--- config.mk ---
export PLATFORM = sky130hd
export DESIGN_NAME = mac_vec_v3
export DESIGN_NICKNAME = d
export VERILOG_FILES = /design/src/rtl/mac_vec_v3.sv
export SDC_FILE = /design/constraint.sdc
export NUM_CORES = 1
export LEC_CHECK = 0
export ABC_CLOCK_PERIOD_IN_PS = 4100
export BUFFER_PORTS_ARGS = -buffer_cell sky130_fd_sc_hd__buf_2
export CAP_MARGIN = 10
export CORE_MARGIN = 2
export CORE_UTILIZATION = 36
export DETAILED_ROUTE_END_ITERATION = 10
export GPL_ROUTABILITY_DRIVEN = 0
export SYNTH_ARGS = -nofsm -noshare
export SYNTH_HDL_FRONTEND = slang
export SYNTH_SLANG_ARGS = --single-unit
--- constraint.sdc ---
create_clock -name clk -period 4.1 [get_ports clk]
set_input_delay 0.82 -clock clk [delete_from_list [all_inputs] [get_ports clk]]
set_output_delay 0.82 -clock clk [all_outputs]
set_load 0.1 [all_outputs]
--- src/rtl/mac_vec_v3.sv ---
// mac_vec_v3: pipelined signed/unsigned dot-product MAC with ready/valid input,
// explicit last flag, LEN-limit closing and a fixed 3-edge result latency.
module mac_vec_v3 #(
  parameter int unsigned DW    = 4,
  parameter int unsigned LEN   = 8,
  parameter int unsigned ACC_W = 11
) (
  input  logic             clk,
  input  logic             rst_n,
  input  logic             in_valid,
  output logic             in_ready,
  input  logic [DW-1:0]    in1_IFM,
  input  logic [DW-1:0]    in2_IFM,
  input  logic             in_last,
  input  logic             signed_mode,
  output logic [ACC_W-1:0] out,
  output logic             out_valid,
  output logic             len_err
);

  localparam int unsigned PW = 2 * DW;
  localparam int unsigned CW = (LEN > 1) ? $clog2(LEN) : 1;

  typedef enum logic [1:0] {
    ST_IDLE  = 2'd0,
    ST_ACC   = 2'd1,
    ST_DRAIN = 2'd2,
    ST_OUT   = 2'd3
  } state_e;

  state_e           state_q, state_d;
  logic             drain_q, drain_d;
  logic             in_ready_q, in_ready_d;
  logic [CW-1:0]    cnt_q;
  logic             mode_q;
  logic             lerr_q;

  logic             s1_valid_q, s1_first_q, s1_mode_q;
  logic [DW-1:0]    s1_a_q, s1_b_q;
  logic             s2_valid_q, s2_first_q, s2_mode_q;
  logic [PW-1:0]    s2_prod_q;
  logic [ACC_W-1:0] acc_q;

  logic             accept_c, final_c, first_c, mode_c;
  logic [PW-1:0]    sa_c, sb_c, sprod_c, uprod_c;
  logic [ACC_W-1:0] ext_c;

  assign in_ready = in_ready_q;
  assign accept_c = in_valid && in_ready_q;
  assign first_c  = (state_q == ST_IDLE);
  assign final_c  = in_last || (cnt_q == CW'(LEN - 1));
  assign mode_c   = first_c ? signed_mode : mode_q;

  // Next-state logic; in_ready is precomputed from the next state so it is a flop.
  always_comb begin
    state_d = state_q;
    drain_d = drain_q;
    case (state_q)
      ST_IDLE: begin
        drain_d = 1'b0;
        if (accept_c) state_d = final_c ? ST_DRAIN : ST_ACC;
      end
      ST_ACC: begin
        if (accept_c && final_c) state_d = ST_DRAIN;
      end
      ST_DRAIN: begin
        drain_d = ~drain_q;
        if (drain_q) state_d = ST_OUT;
      end
      ST_OUT: begin
        state_d = ST_IDLE;
      end
      default: state_d = ST_IDLE;
    endcase
    in_ready_d = (state_d == ST_IDLE) || (state_d == ST_ACC);
  end

  // FSM state, element counter, per-vector mode and LEN-limit flag.
  always_ff @(posedge clk or negedge rst_n) begin
    if (!rst_n) begin
      state_q    <= ST_IDLE;
      drain_q    <= 1'b0;
      in_ready_q <= 1'b1;
      cnt_q      <= '0;
      mode_q     <= 1'b0;
      lerr_q     <= 1'b0;
    end else begin
      state_q    <= state_d;
      drain_q    <= drain_d;
      in_ready_q <= in_ready_d;
      if (accept_c) begin
        cnt_q <= final_c ? '0 : cnt_q + CW'(1);
        if (first_c) mode_q <= signed_mode;
        if (final_c) lerr_q <= ~in_last;
      end
    end
  end

  // S1: operand capture with first tag and the vector's mode.
  always_ff @(posedge clk or negedge rst_n) begin
    if (!rst_n) begin
      s1_valid_q <= 1'b0;
      s1_first_q <= 1'b0;
      s1_mode_q  <= 1'b0;
      s1_a_q     <= '0;
      s1_b_q     <= '0;
    end else begin
      s1_valid_q <= accept_c;
      if (accept_c) begin
        s1_first_q <= first_c;
        s1_mode_q  <= mode_c;
        s1_a_q     <= in1_IFM;
        s1_b_q     <= in2_IFM;
      end
    end
  end

  // Low PW bits of the product of sign-extended operands equal the signed product.
  assign sa_c    = {{DW{s1_a_q[DW-1]}}, s1_a_q};
  assign sb_c    = {{DW{s1_b_q[DW-1]}}, s1_b_q};
  assign sprod_c = sa_c * sb_c;
  assign uprod_c = PW'(s1_a_q) * PW'(s1_b_q);

  // S2: product register.
  always_ff @(posedge clk or negedge rst_n) begin
    if (!rst_n) begin
      s2_valid_q <= 1'b0;
      s2_first_q <= 1'b0;
      s2_mode_q  <= 1'b0;
      s2_prod_q  <= '0;
    end else begin
      s2_valid_q <= s1_valid_q;
      if (s1_valid_q) begin
        s2_first_q <= s1_first_q;
        s2_mode_q  <= s1_mode_q;
        s2_prod_q  <= s1_mode_q ? sprod_c : uprod_c;
      end
    end
  end

  assign ext_c = s2_mode_q ? {{(ACC_W - PW){s2_prod_q[PW-1]}}, s2_prod_q}
                           : {{(ACC_W - PW){1'b0}}, s2_prod_q};

  // S3: a first-tagged product loads the accumulator, later ones add (wrapping).
  always_ff @(posedge clk or negedge rst_n) begin
    if (!rst_n) begin
      acc_q <= '0;
    end else if (s2_valid_q) begin
      acc_q <= s2_first_q ? ext_c : acc_q + ext_c;
    end
  end

  // Result registers: present the accumulator for one cycle from OUT, else zero.
  always_ff @(posedge clk or negedge rst_n) begin
    if (!rst_n) begin
      out       <= '0;
      out_valid <= 1'b0;
      len_err   <= 1'b0;
    end else if (state_q == ST_OUT) begin
      out       <= acc_q;
      out_valid <= 1'b1;
      len_err   <= lerr_q;
    end else begin
      out       <= '0;
      out_valid <= 1'b0;
      len_err   <= 1'b0;
    end
  end

endmodule
=== Word-level counts from Yosys, hierarchy flattened ===
Cells that the tools add are included.

* Muxes and demuxes: 14
* Bitwise operators: 2
* Reductions and logical operators: 9
* $lt $le $gt $ge: 0
* Multiply operators: 2
* Equal/unequal tests: 5
* Add/subtract/negate cells: 2
* Shifts and indexed selects: 0
* Div/mod/pow operators: 0

{| class="wikitable"
|+ Operators with widths
! operator !! count
|-
| 11-bit two-way mux || 3
|-
| 4-bit by 4-bit multiplier with 8-bit output || 2
|-
| 11-bit adder || 1
|-
| 2-bit two-way mux || 4
|-
| 8-bit two-way mux || 1
|-
| 2-bit case mux with 4 select lines || 1
|-
| 2-bit by 1-bit == test with 1-bit output, second input constant || 2
|-
| 2-bit == test, second input constant || 2
|-
| 2-bit logical NOT || 2
|-
| 2-bit AND reduction || 2
|-
| 3-bit by 1-bit adder with 3-bit output, second input constant || 1
|-
| 3-bit == test, second input constant || 1
|-
| 1-bit two-way mux || 3
|-
| 3-bit two-way mux || 1
|-
| 1-bit logical AND || 2
|-
| 1-bit logical OR || 2
|-
| 1-bit inverter || 2
|-
| 1-bit case mux with 2 select lines || 1
|-
| 2-bit nonzero test || 1
|}

* Bits in latches: 0
* Memory bits (writable): 0
* Register bits after elaboration: 54
* ROM bits: 0
* Memories kept: 0

=== Longest topological paths before layout ===
* Word-level depth: 7
* Gate-level depth with buffers: 14

=== Least setup slack after synthesis ===
No wires, ideal clock.

* Path kind: reg2reg
* Start: register s1_a_q[1]
* End: register s2_prod_q[7]
* Setup slack: 0.844 ns
* Setup time: 0.071 ns
* Arrival: 3.185 ns
* Buffers on the path: 0
* Stages on the path, launching flop included: 15
* Path through: dfrtp_1 > and2_1 > inv_1 > fa_1 > fa_1 > fa_1 > inv_1 > ha_1 > inv_1 > fa_1 > nand2b_1 > a21oi_1 > xnor2_1 > nand3_1 > nand4_1

* Longest elaborated chain between the ends: 2

{| class="wikitable"
|+ RTL lines
! item !! RTL line !! text
|-
| start, declared || 39 || <nowiki>logic [DW-1:0] s1_a_q, s1_b_q;</nowiki>
|-
| start signal, assigned || 112 || <nowiki>s1_a_q <= in1_IFM;</nowiki>
|-
| 4-bit by 4-bit multiplier with 8-bit output, on equally long branches || 122, 121 ||
|-
| 8-bit two-way mux * || 136 || <nowiki>s2_prod_q <= s1_mode_q ? sprod_c : uprod_c;</nowiki>
|-
| end signal, assigned || 136 ||
|-
| end, declared || 41 || <nowiki>logic [PW-1:0] s2_prod_q;</nowiki>
|}

Every way passes the cells marked *; elsewhere a longest branch is shown, timed or not.
A chain may end at the register's enable or synchronous reset.

=== Worst setup path in the final report ===
Ends and elaborated chain as after synthesis.

==> reports/results.md <==
| Quantity | This run |
| --- | --- |
| Result of the run | finished, final reports clean |
| Count of input and output buffers | 26 |
| Critical Path Fanout Max | 6 |
| Relative max-transition margin | 39.92% |
| Hpwl dp | 4.976 mm |
| Top-count cell post-synth | dfrtp_1 |
| Area delta synth->final | 9.942% |
| Share of layout cells above drive strength 1 | 14.64% |
| DIE WIDTH | 102.0 um |
| Count of synthesis-stage warnings from yosys | 0 |
| Highest Clock Rate | 292.8 MHz |
| Number of primary I/O pins | 27 |
| Fraction of post-synthesis cell area in the top cell type by area | 38.32% |
| Syn_nets | 398 |
| Post-synth EDFFs | 0 |
| Reg2reg path depth | 14 |
| Distinct cell type count of the synthesized netlist | 47 |
| Area of the die | 10410 um^2 |
| Post-synthesis compound-gate area fraction | 12.58% |
| Worst skew pair latency | 0.31 ns |
| Synthesized area | 3461 um^2 |
| Asr flop ratio synth | 100.0% |
| Critical path data arrival time | 3.66 ns |
| Synth Area in XOR/XNOR | 3.435% |
| Mean area per synthesized cell | 10.21 um^2 |
| Final-report setup violation count | 0 |
| Vertical die dimension | 102.0 um |
| Total setup buffers inserted after CTS | 0 |
| Routed length per placed instance | 13.14 um |
| Number of nets in the layout | 420 |
| Reg-to-reg slack, setup | 0.68 ns |
| Maximum buffer depth of the clock tree | 2 |
| Largest family of logic cells by synthesized area | adder cells |
| Data required time of the worst path | 4.35 ns |
| Crit Reg-Reg Endpoint | s2_prod_q[7]$_DFFE_PN0P_ |
| Clock buffers created by TritonCTS | 5 |
| Number of resized instances in the post-cts repair step | 0 |
| Clock-pin slew of the registers on the worst-case setup and hold paths | 0.10 ns |
| Cts hold-fix bufs | 0 |
| Gate count after technology mapping | 339 |
| Number of core rows | 35 |
| Remaining antenna violation count | 0 |
| Accumulated negative setup slack | 0 ns |
| Leading post-synthesis cells by instance count | dfrtp_1, inv_1, ha_1 |
| Antenna diode count | 0 |
| Starting DRT DRC Count | 89 |
| Kind of start point of the critical path | flip-flop |
| Min-delay worst type | flip-flop to flip-flop |
| Mux contribution to synthesized area | 5.061% |
| Top cell type by total area after synthesis | dfrtp_1 |
| Largest net degree at the start of global routing | 37 |
| Minimum clock period | 3.415 ns |
| Root Buffer | clkbuf_8 |
| Critical Path Sink | s2_prod_q[7]$_DFFE_PN0P_ |
| Remaining Overflow, GRT | 0 |
| Sinks on Clock Net | 54 |
| Vias per std cell | 4.868 |
| Post-detailed-routing wire length | 6.452 mm |
| Number of slew-limit violations in the final report | 0 |
| Most used flip-flop cell after synthesis | dfrtp_1 |
| Via count of the first global-routing pass | 2443 |
| Synth Area in Simple Gates | 14.86% |
| Portion of the post-synthesis area used by sequential elements | 39.08% |
| RSZ-0062 raised after global routing | false |
| Category of the most critical setup path | flip-flop to flip-flop |
| Worst setup path startpoint | s1_a_q[1]$_DFFE_PN0P_ |
| Number of detailed-routing iterations run before antenna repair | 4 |
| Final Cycle Share | 83.30% |
| Setup clock skew after layout | 0.01222 ns |
| Antenna violations before repair | 0 |
| Routed via count | 2390 |
| Top cells by area in the synthesized netlist | dfrtp_1, ha_1, fa_1, inv_1, mux2_2 |
| Hold Violations, Final | 0 |
| Post-synthesis sequential element count | 54 |
| Arithmetic-cell share of the synthesized area counting full adders, half adders and majority gates | 19.67% |
| Initial standard-cell utilization of the core | 37.28% |
| RR Startpoint | s1_a_q[1]$_DFFE_PN0P_ |
| Endpoint kind of the worst setup timing path | flip-flop |
| DRC viols | 0 |
| Number of max-cap violations | 0 |
| All-Layer GR Usage | 13.64% |
| Actual transition at the worst max-transition pin | 0.9012 ns |
| Maximum level of the CTS H-tree | 2 |
| First-pass GRT wire length | 11.38 mm |
| Standard cell core area | 9284 um^2 |
| TritonCTS clock tree | done |
## metrics by stage
step	std cells	util [%]	hold WS [ns]	setup slack (ns)	cell area, um^2
4_1_cts	491	40.98	0.4986	0.6604	3805
6_report	491	40.98	0.4922	0.6845	3805
5_1_grt	491	40.98	0.5270	0.3671	3805
3_5_place_dp	483	40.01	0.4765	0.6641	3715
3_3_place_gp	483	40.01	0.4564	0.7463	3715
2_1_floorplan	339	-	0.3519	0.8437	3461
## layer usage
layer | track usage [%] | part of all wire, % | vias to the layer above
li1 | - | - | 1211
met5 | 0 | 0 | -
met3 | 2.531 | 2.8 | 7
met4 | 2.462 | 0.73 | 0
met2 | 22.27 | 48 | 33
met1 | 19.26 | 49 | 1139
## layout make-up
type / count / area (um^2)
clock buffers: 5 / 68.82
clock inverters: 3 / 21.27
fillers: 974 / 5479
inverters: 37 / 138.9
multi-input cells: 236 / 1924
flip-flops and latches: 54 / 1353
well taps: 129 / 161.4
repair buffers: 27 / 137.6
## cells in the final DEF (no fill, tap or decap), types with 12 or more instances in the layout
cell     synthesis  layout
ha_1            32      32
nor2_1          22      22
a21oi_1         18      18
nand2_1         16      16
o21ai_0         16      16
mux2_2          12      12
and2_1          14      14
dfrtp_1         53      53
inv_1           37      37
buf_2            0      26
fa_1            14      14
## kinds of logic (layout without fill, tap and decap cells)
group / count (synthesis) / in the layout
muxes: 16 / 16
DFF: 54 / 54
buffers and inverters: 49 / 72
AOI/OAI and AO/OA: 67 / 67
xor gates and xnor gates: 12 / 12
and+or+nand+nor: 95 / 95
adders and majority gates: 46 / 46
## worst max-delay path, stage by stage, from the launching register on
cell	delay (ns)
dfrtp_1	0.42
and2_1	0.19
inv_1	0.07
fa_1	0.55
fa_1	0.42
fa_1	0.43
inv_1	0.06
ha_1	0.15
inv_1	0.05
fa_1	0.39
nand2b_1	0.16
a21oi_1	0.15
xnor2_1	0.13
nand3_1	0.09
nand4_1	0.10
## worst min path at each step
stage	from	to	depth (start not counted)
2_1_floorplan	s1_valid_q$_DFF_PN0_	s2_valid_q$_DFF_PN0_	0
3_3_place_gp	s1_first_q$_DFFE_PN0P_	s1_first_q$_DFFE_PN0P_	1
3_5_place_dp	s1_first_q$_DFFE_PN0P_	s1_first_q$_DFFE_PN0P_	1
4_1_cts	drain_q$_DFFE_PN0P_	drain_q$_DFFE_PN0P_	1
5_1_grt	s1_first_q$_DFFE_PN0P_	s1_first_q$_DFFE_PN0P_	1
6_report	s1_first_q$_DFFE_PN0P_	s1_first_q$_DFFE_PN0P_	1
## sequential cells by signal, summed over array words and instances, names as in the netlist, 2 cells and up
signal     count
acc_q         11
out           11
s2_prod_q      8
s1_a_q         4
s1_b_q         4
cnt_q          3
state_q        2
Power is not shown: default switching activity piles up to over one toggle a cycle in this logic, so the estimate is an artifact.
